File: config.mk
export PLATFORM = sky130hd
export DESIGN_NAME = ymux2_arbiter
export DESIGN_NICKNAME = d
export VERILOG_FILES = /design/src/rtl/ymux2_arbiter.sv
export SDC_FILE = /design/constraint.sdc
export NUM_CORES = 1
export LEC_CHECK = 0
export CELL_PAD_IN_SITES_DETAIL_PLACEMENT = 0
export CELL_PAD_IN_SITES_GLOBAL_PLACEMENT = 1
export CORE_AREA = 2 2 39 41
export DETAILED_ROUTE_END_ITERATION = 10
export DIE_AREA = 0 0 41 43
export PLACE_DENSITY = 0.55
export SYNTH_ARGS = -nofsm -noshare
export SYNTH_HDL_FRONTEND = slang
export SYNTH_SLANG_ARGS = --single-unit
File: constraint.sdc
create_clock -name clk -period 1.5 [get_ports clk]
set_input_delay 0.225 -clock clk [delete_from_list [all_inputs] [get_ports clk]]
set_output_delay 0.225 -clock clk [all_outputs]
set_load 0.005 [all_outputs]
File: src/rtl/ymux2_arbiter.sv
// Round-robin arbiter feeding a 2:1 yMux2 into a single-entry valid/ready output stage.
// Define YMUX2_ARB_STATS_EN to add the a_count/b_count acceptance counters.

module yMux2 #(
  parameter int SIZE = 2
) (
  output logic [SIZE-1:0] z,
  input  logic [SIZE-1:0] a,
  input  logic [SIZE-1:0] b,
  input  logic            c
);
  genvar gi;
  for (gi = 0; gi < SIZE; gi++) begin : g_bit
    assign z[gi] = c ? b[gi] : a[gi];
  end
endmodule

module ymux2_arbiter #(
  parameter int WIDTH = 2,
  parameter int BURST = 1
) (
  input  logic             clk,
  input  logic             reset_n,
  input  logic [WIDTH-1:0] a_data,
  input  logic             a_valid,
  output logic             a_ready,
  input  logic [WIDTH-1:0] b_data,
  input  logic             b_valid,
  output logic             b_ready,
  output logic [WIDTH-1:0] z_data,
  output logic             z_valid,
  input  logic             z_ready,
  output logic             z_sel
`ifdef YMUX2_ARB_STATS_EN
  ,
  output logic [15:0]      a_count,
  output logic [15:0]      b_count
`endif
);
  localparam int            CW      = (BURST > 1) ? $clog2(BURST) : 1;
  localparam logic [CW-1:0] CNT_MAX = CW'(BURST - 1);

  typedef enum logic {
    EMPTY = 1'b0,
    FULL  = 1'b1
  } state_t;

  state_t           state_q;
  logic [WIDTH-1:0] z_data_q;
  logic             z_sel_q;
  logic             last_q;
  logic [CW-1:0]    burst_cnt_q;
  logic [CW-1:0]    burst_cnt_d;
  logic             open;
  logic             load;
  logic             pick;
  logic [WIDTH-1:0] mux_z;

  always_comb begin
    open = (state_q == EMPTY) || z_ready;
    load = reset_n && open && (a_valid || b_valid);
    if (a_valid && b_valid) begin
      pick = (burst_cnt_q < CNT_MAX) ? last_q : ~last_q;
    end else begin
      pick = b_valid;
    end
    a_ready = load && !pick;
    b_ready = load && pick;
    if (pick == last_q) begin
      burst_cnt_d = (burst_cnt_q == CNT_MAX) ? CNT_MAX : burst_cnt_q + 1'b1;
    end else begin
      burst_cnt_d = '0;
    end
  end

  yMux2 #(.SIZE(WIDTH)) u_mux (
    .z (mux_z),
    .a (a_data),
    .b (b_data),
    .c (pick)
  );

  // Reset looks like B just finished a full burst, so A wins the first contention.
  always_ff @(posedge clk or negedge reset_n) begin
    if (!reset_n) begin
      state_q     <= EMPTY;
      z_data_q    <= '0;
      z_sel_q     <= 1'b0;
      last_q      <= 1'b1;
      burst_cnt_q <= CNT_MAX;
    end else if (load) begin
      state_q     <= FULL;
      z_data_q    <= mux_z;
      z_sel_q     <= pick;
      last_q      <= pick;
      burst_cnt_q <= burst_cnt_d;
    end else if (z_ready) begin
      state_q     <= EMPTY;
    end
  end

  assign z_data  = z_data_q;
  assign z_sel   = z_sel_q;
  assign z_valid = (state_q == FULL);

`ifdef YMUX2_ARB_STATS_EN
  logic [15:0] a_count_q;
  logic [15:0] b_count_q;

  always_ff @(posedge clk or negedge reset_n) begin
    if (!reset_n) begin
      a_count_q <= '0;
      b_count_q <= '0;
    end else begin
      if (a_ready && a_valid && (a_count_q != 16'hFFFF)) a_count_q <= a_count_q + 16'd1;
      if (b_ready && b_valid && (b_count_q != 16'hFFFF)) b_count_q <= b_count_q + 16'd1;
    end
  end

  assign a_count = a_count_q;
  assign b_count = b_count_q;
`endif
endmodule
== Word-level counts from Yosys, hierarchy flattened ==
Index checks and enable logic that the tools add are counted.

* $add $sub $neg: 1
* $lt $le $gt $ge: 1
* Eq/ne operators: 1
* Muxes and demuxes: 8
* Bitwise gates (word level): 2
* Reduce and logical (&&, ||, !) cells: 9

{| class="wikitable"
|+ Operators with widths
! cell !! number
|-
| 2-to-1 mux 1 bit || 8
|-
| logical AND 1 bit || 5
|-
| logical OR 1 bit || 2
|-
| NOT 1 bit || 2
|-
| nonzero test 2 bit || 1
|-
| adder 1 bit (second input constant) || 1
|-
| == test 1 bit || 1
|-
| zero test 1 bit || 1
|-
| < comparator 1 bit (second input constant) || 1
|}

* Register bits after elaboration: 6
* Input bits: 9
* Output and inout bits: 6
* Word-level logic and storage cells: 27

== Logic depth before layout (Yosys ltp) ==
Gate-level depths: netlist (run 1).

* Word-level depth: 5
* Depth in mapped cells: 3
* Depth with buffers taken out: 3

== Cells and area by module ==
From an unflattened synthesis (run 1), not the netlist that was laid out.

* Cell total of the unflattened synthesis: 18
* Area total of the unflattened synthesis: 252.7 um^2

{| class="wikitable"
|+ By module, submodules not included
! module !! instances !! cells an instance !! area each (um^2)
|-
| ymux2_arbiter || 1 || 16 || 230.2
|-
| yMux2 || 1 || 2 || 22.5
|}

== Worst setup path before layout (run 1) ==
No wires, ideal clock.

* Kind: register -> register
* Start point: register last_q
* End point: register z_data_q[0] (netlist: z_data[0])
* Data arrival time: 1134 ps
* Data required time: 1375 ps
* Setup slack: 242 ps
* Stages on the path, launching flop included: 4
* Buffers on the path: 0
* Clock period less this slack: 1258 ps
* Path through: dfstp_2 a21boi_4 mux2_4 mux2_2

* Longest elaborated chain between the ends: 4

{| class="wikitable"
|+ Ends and longest elaborated chain
! item !! RTL line !! source
|-
| from (decl) || 51 || <nowiki>logic last_q;</nowiki>
|-
| from (signal assigned) || 95 || <nowiki>last_q <= pick;</nowiki>
|-
| NOT 1 bit || 63 || <nowiki>pick = (burst_cnt_q < CNT_MAX) ? last_q : ~last_q;</nowiki>
|-
| 2-to-1 mux 1 bit * || 63 ||
|-
| 2-to-1 mux 1 bit * || 62 || <nowiki>if (a_valid && b_valid) begin</nowiki>
|-
| 2-to-1 mux 1 bit * || 14 || <nowiki>assign z[gi] = c ? b[gi] : a[gi];</nowiki>
|-
| to (signal assigned) || 93 || <nowiki>z_data_q <= mux_z;</nowiki>
|-
| to (decl) || 49 || <nowiki>logic [WIDTH-1:0] z_data_q;</nowiki>
|}

Every way passes the cells marked *; elsewhere a longest branch is shown, timed or not.
A chain may end at the register's enable or synchronous reset.

== Final worst setup path (run 1) ==
* Start point: register last_q
* End point: output port b_ready

* Longest elaborated chain between the ends: 4

{| class="wikitable"
|+ Ends and longest elaborated chain
! item !! RTL line !! source
|-
| NOT 1 bit || 63 ||
|-
| 2-to-1 mux 1 bit * || 63 ||
|-
| 2-to-1 mux 1 bit * || 62 ||
|-
| logical AND 1 bit * || 68 || <nowiki>b_ready = load && pick;</nowiki>
|-
| to (decl) || 29 || <nowiki>output logic b_ready,</nowiki>
|}

Marked as above.

==> results.cfg, run 1 <==
[outcome]
status = completed

[die]
initial_core_util = 0.185
dieArea_mm2 = 0.00176
core_area_mm2 = 0.00138
rows = 14
die_h_um = 43
pin_count = 15
die_x_um = 41

[clock_network]
clk_pin_slew_worst_paths_ps = 40
clk_latency_ps = 240
numCtsBuffers = 3
clock_sink_count = 5
cts_max_path_buffers = 2
cts_tree = built
root_buffer = clkbuf_4
cts_max_level = 1

[logic_synthesis]
async_flop_share = 1.00
postSynthCellCount = 18
synth_flop_cell = dfrtp_1
ys_seq_elements = 5
yosysSeqAreaShare = 0.493
yosysTopAreaCell = dfrtp_1
synth.most_common_cell = dfrtp_1
yosysUniqueCellTypes = 12
synth-edff-count = 0
synth_fp_nets = 27
ys_top_cells_by_count = 4 x dfrtp_1, 2 x a21o_1, 2 x mux2_2, 2 x mux2_4
ys_warn_count = 0
syn_area_um2 = 256
synth.area.top_cells = dfrtp_1 39%, mux2_4 12%, dfstp_2 10%
synth_top_area_share = 0.390
synth.avg_cell_area_um2 = 14.2

[pwr]
seqPwrFrac = 0.379
p_int_w = 0.000360
pwr_density_cell_mw_per_mm2 = 956
p_switching_w = 0.000113
p_leak_nw = 0.246
clockPowerShare = 0.326
p_sw_frac = 0.239
vdd.ir_drop.worst_v = 0.000388
pwr-share-comb = 0.295

[sta]
finalHoldViolCount = 0
max_freq_mhz = 709
slew_headroom = 0.856
min_period_ps = 1410
rsz0062_at_grt = no
drv_slew = 0
hold_ws_ps = 100
worst_pin_slew_ps = 214
finalSetupViolCount = 0
finalWorstSetupSlack_ps = 90.5
fin_skew_ps = 0.751
period_share = 0.940

[drt]
via_per_inst = 3.90
totalWireLength_um = 673
drc = 0
wl_per_cell_um = 11.4
ant_nets = 0
drt_pass1_iterations = 1
drt_iter0_drc = 0
vias = 230

[placed_design]
port_buffers = 14
hpwl_um = 509
placed_cell_area_um2 = 454
gp_congestion = 0.612
place_ws_ps = -391

[cells_and_area]
fin_nets = 53
final_core_util = 0.357
syn2layout_area_growth_pct = 92.7
antenna_cells = 0
fin_area_um2 = 494
fill_cells = 155
drive_above_1_share = 0.465

[critical_path]
cp_max_fo = 4
cp.required_ps = 1270
crit_slowest_cell = dfstp_2
arrival_ps = 1180
critPathLaunchType = flip-flop
path_buf_inv = 1
cpLargestDelayFamily = compound AO/OA/AOI/OAI gates
max_stage_delay_ps = 380
cp-end-kind = output pin
ff2ff_setup_slack_ps = 100
worstPathCellList = a21boi_4 -> o2111a_1 -> clkbuf_2
path_class = flip-flop to output pin

[global_routing]
grt_max_degree = 6
antenna_found_initial = 0
gr-total-overflow = 0
grt_pass1_vias = 271
grt_pass1_wl_um = 1110
grtUsageTotal = 0.0990

[run]
max-cap-violations = 0

[hold_path]
hp-class = primary input to async pin
per-stage QoR:
| step | cells | setup TNS, ps | total power [W] |
|---|---|---|---|
| after detailed placement | 53 | -1250 | 0.000320 |
| after global routing | 59 | 0 | 0.000514 |
| after global placement | 53 | -1220 | 0.000318 |
| final | 59 | 0 | 0.000473 |
| after floorplan | 18 | 0 | 0.000228 |
| after CTS | 59 | 0 | 0.000487 |
worst reg2reg max path: stages (launching register included):
cell and delay [ps]:
dfstp_2 550, a21boi_4 80, o2111a_1 150, buf_4 130, buf_4 120, buf_4 120, a21o_1 140
what timing repair did:
| action | in CTS | in global routing |
|---|---|---|
| endpoints found under the setup margin | 3 | 2 |
| hold buffers | 1 | 0 |
| endpoints found under the hold margin | 1 | 0 |
| gates resized for setup | 9 | 3 |
| pin swaps | 0 | 1 |
| setup buffers | 1 | 1 |
logic make-up (layout without fill, tap and decap cells):
kind of cell,after synthesis,after routing,share of synthesized area
AOI/OAI and AO/OA,5,5,0.195
DFF,5,5,0.493
muxes,4,4,0.205
and+or+nand+nor,4,4,0.107
buffers and inverters,0,25,0
layout by cell type (no fill, tap or decap), types with 2 or more instances in the layout:
cell type and instances:
dlygate4sd2_1 3, buf_4 6, clkbuf_4 3, dfrtp_1 4
clkdlybuf4s50_1 9, mux2_4 2, mux2_2 2, nand2b_4 2
a21o_1 2
sequential cells by signal, summed over array words and instances, names as in the netlist:
signal and flops:
z_sel 1, z_data 2, last_q 1, z_valid 1
final cells by class:
cell class / instances / area (um2) / area share
clock buffers: 4 / 26.3 / 0.0532
well taps: 16 / 20.0 / 0.0405
multi-input cells: 13 / 140 / 0.284
flip-flops and latches: 5 / 126 / 0.256
repair buffers: 21 / 181 / 0.367
power groups by stage:
stage | registers [W] | logic, W | clock network, W
CTS | 0.000179 | 0.000143 | 0.000165
global placement | 0.000179 | 0.000139 | 0
global route | 0.000182 | 0.000152 | 0.000179
detailed placement | 0.000179 | 0.000141 | 0
floorplan | 0.000180 | 0.0000486 | 0
finish | 0.000179 | 0.000139 | 0.000154
final timing paths:
path	from	to	cells past startpoint
setup / recovery	last_q$_DFFE_PN1P_	b_ready	3
hold / removal	reset_n	z_sel$_DFFE_PN0P_	2
setup reg to reg	last_q$_DFFE_PN1P_	z_sel$_DFFE_PN0P_	6
hold reg to reg	z_sel$_DFFE_PN0P_	z_sel$_DFFE_PN0P_	1
max in group asynchronous	reset_n	z_valid$_DFFE_PN0P_	2
min in group clk	z_sel$_DFFE_PN0P_	z_sel$_DFFE_PN0P_	1
metal layers:
metal	share of wire	GRT usage
met2	0.45	0.134
met1	0.41	0.118
met3	0.14	0.0366
met5	0	0
met4	0	0.0800
Power figures use the tool's default switching activity.
==> run 2, diff against run 1 <==
--- a/config.mk
+++ b/config.mk
@@ -10,7 +10,8 @@
 export CORE_AREA = 2 2 39 41
 export DETAILED_ROUTE_END_ITERATION = 10
 export DIE_AREA = 0 0 41 43
-export PLACE_DENSITY = 0.55
+export PLACE_DENSITY = 0.66
 export SYNTH_ARGS = -nofsm -noshare
 export SYNTH_HDL_FRONTEND = slang
 export SYNTH_SLANG_ARGS = --single-unit
+export TNS_END_PERCENT = 30
==> run 2 against run 1 <==
Routed wire length fell by 7.0%. Core utilization fell by 0.090 points. Setup slack got worse by 10 ps. Highest routed layer unchanged. Largest power group unchanged. Sequential power barely moved. Die area did not move. Sequential share of layout area rose by 0.065 points. Count of clock-buffer cells in the layout did not move. Critical path type is now flip-flop to flip-flop.
==> results.cfg, run 2 (synthesis results as in run 1) <==
[critical_path]
path_class = flip-flop to flip-flop
ff2ff_setup_slack_ps = 80
arrival_ps = 1540
cp_max_fo = 3
cp-end-kind = flip-flop
cp.required_ps = 1620
critPathLaunchType = flip-flop

[clock_network]
clk_pin_slew_worst_paths_ps = 40
cts_max_level = 1
numCtsBuffers = 3
clock_sink_count = 5
root_buffer = clkbuf_4
cts_tree = built
cts_max_path_buffers = 2
clk_latency_ps = 240

[drt]
vias = 246
totalWireLength_um = 626
wl_per_cell_um = 10.6
drt_pass1_iterations = 4
drt_iter0_drc = 3
ant_nets = 0
via_per_inst = 4.17
drc = 0

[sta]
fin_skew_ps = 1.15
worst_pin_slew_ps = 178
drv_slew = 0
finalHoldViolCount = 0
slew_headroom = 0.880
period_share = 0.947
fin_tns_setup_ps = 0
finalSetupViolCount = 0
max_freq_mhz = 704
min_period_ps = 1420
rsz0062_at_grt = no

[pwr]
seqPwrFrac = 0.379
p_leak_nw = 0.248
clockPowerShare = 0.323
pwr_density_cell_mw_per_mm2 = 955
pwr-share-comb = 0.298
p_switching_w = 0.000109
power.total_w = 0.000471
p_int_w = 0.000362
vdd.ir_drop.worst_v = 0.000395
p_sw_frac = 0.231

[cells_and_area]
largest_reg_flops = 2
fin_area_um2 = 493
fin_cells = 59
drive_above_1_share = 0.465
final_cell_mix = 9 x clkdlybuf4s50_1, 6 x buf_4, 4 x dfrtp_1, 3 x clkbuf_4, 3 x dlygate4sd2_1
antenna_cells = 0
fin_nets = 53
syn2layout_area_growth_pct = 92.2
final_common_cell = clkdlybuf4s50_1
final_core_util = 0.356

[die]
rows = 14
die_h_um = 43
dieArea_mm2 = 0.00176
die_x_um = 41
core_area_mm2 = 0.00138
pin_count = 15
initial_core_util = 0.185

[placed_design]
placed_cell_area_um2 = 447
hpwl_um = 459
gp_congestion = 0.658
dp_cells = 52
port_buffers = 14

[global_routing]
grt_max_degree = 6
gr-total-overflow = 0
grtUsageTotal = 0.100
antenna_found_initial = 0
grt_pass1_vias = 288
grt_pass1_wl_um = 1100

[outcome]
status = completed

[hold_path]
hp-class = primary input to async pin

[run]
max-cap-violations = 0
-- run 2: cell types whose count changed in the layout (fill, tap and decap cells not counted) --
| cell | before | now |
|---|---|---|
| buf_6 | 0 | 1 |
| dlygate4sd3_1 | 1 | 0 |
| nor2_1 | 0 | 1 |
| nor2_2 | 1 | 0 |
| o21ai_0 | 1 | 0 |
| o21ai_1 | 0 | 1 |
-- run 2: worst paths after layout --
path | start | cells after the start | endpoint
min reg2reg | z_sel$_DFFE_PN0P_ | 1 | z_sel$_DFFE_PN0P_
max | last_q$_DFFE_PN1P_ | 4 | z_data[1]$_DFFE_PN0P_
max reg2reg | last_q$_DFFE_PN1P_ | 4 | z_data[1]$_DFFE_PN0P_
min | reset_n | 3 | z_valid$_DFFE_PN0P_
min in group clk | reset_n | 3 | z_valid$_DFFE_PN0P_
max in group asynchronous | reset_n | 3 | last_q$_DFFE_PN1P_
-- run 2: cell type report --
class,instances,area [um2]
Multi-Input combinational cell,13,138
Tap cell,16,20.0
Fill cell,144,891
Timing Repair Buffer,21,183
Sequential cell,5,126
Clock buffer,4,26.3
-- run 2: through the flow --
stage	hold slack, ps	setup WS (ps)
global placement	467	-371
CTS	121	6.04
finish	130	80.0
detailed placement	465	-380
floorplan	-70.6	242
global route	121	6.90
-- run 2: per-layer routing --
metal  GRT usage  vias up  routed length, um  share of wire
li1            -      115                  -              -
met1       0.108      115                248           0.40
met2       0.125       16                293           0.47
met3      0.0890        0                 84           0.13
met4      0.0600        0                  0              0
met5           0        -                  0              0
-- run 2: what timing repair did --
| item | in CTS | in global routing |
|---|---|---|
| hold buffers | 0 | 0 |
| setup endpoints to repair | 2 | 1 |
| gates resized for setup | 12 | 2 |
| buffers inserted | 2 | 1 |
| pin swaps | 2 | 1 |
| hold endpoints to repair | 0 | 0 |
-- run 2: critical path, stage by stage (launching register included) --
cell and delay [ps]:
dfstp_2 550, a21boi_4 60, buf_4 150, mux2_4 290
mux2_2 250
-- run 2: power by group through the flow --
stage,Combinational [W],Sequential (W),Clock (W)
5_1_grt,0.000154,0.000182,0.000175
3_5_place_dp,0.000138,0.000179,0
6_report,0.000140,0.000178,0.000152
2_1_floorplan,0.0000486,0.000180,0
3_3_place_gp,0.000136,0.000178,0
4_1_cts,0.000141,0.000179,0.000161
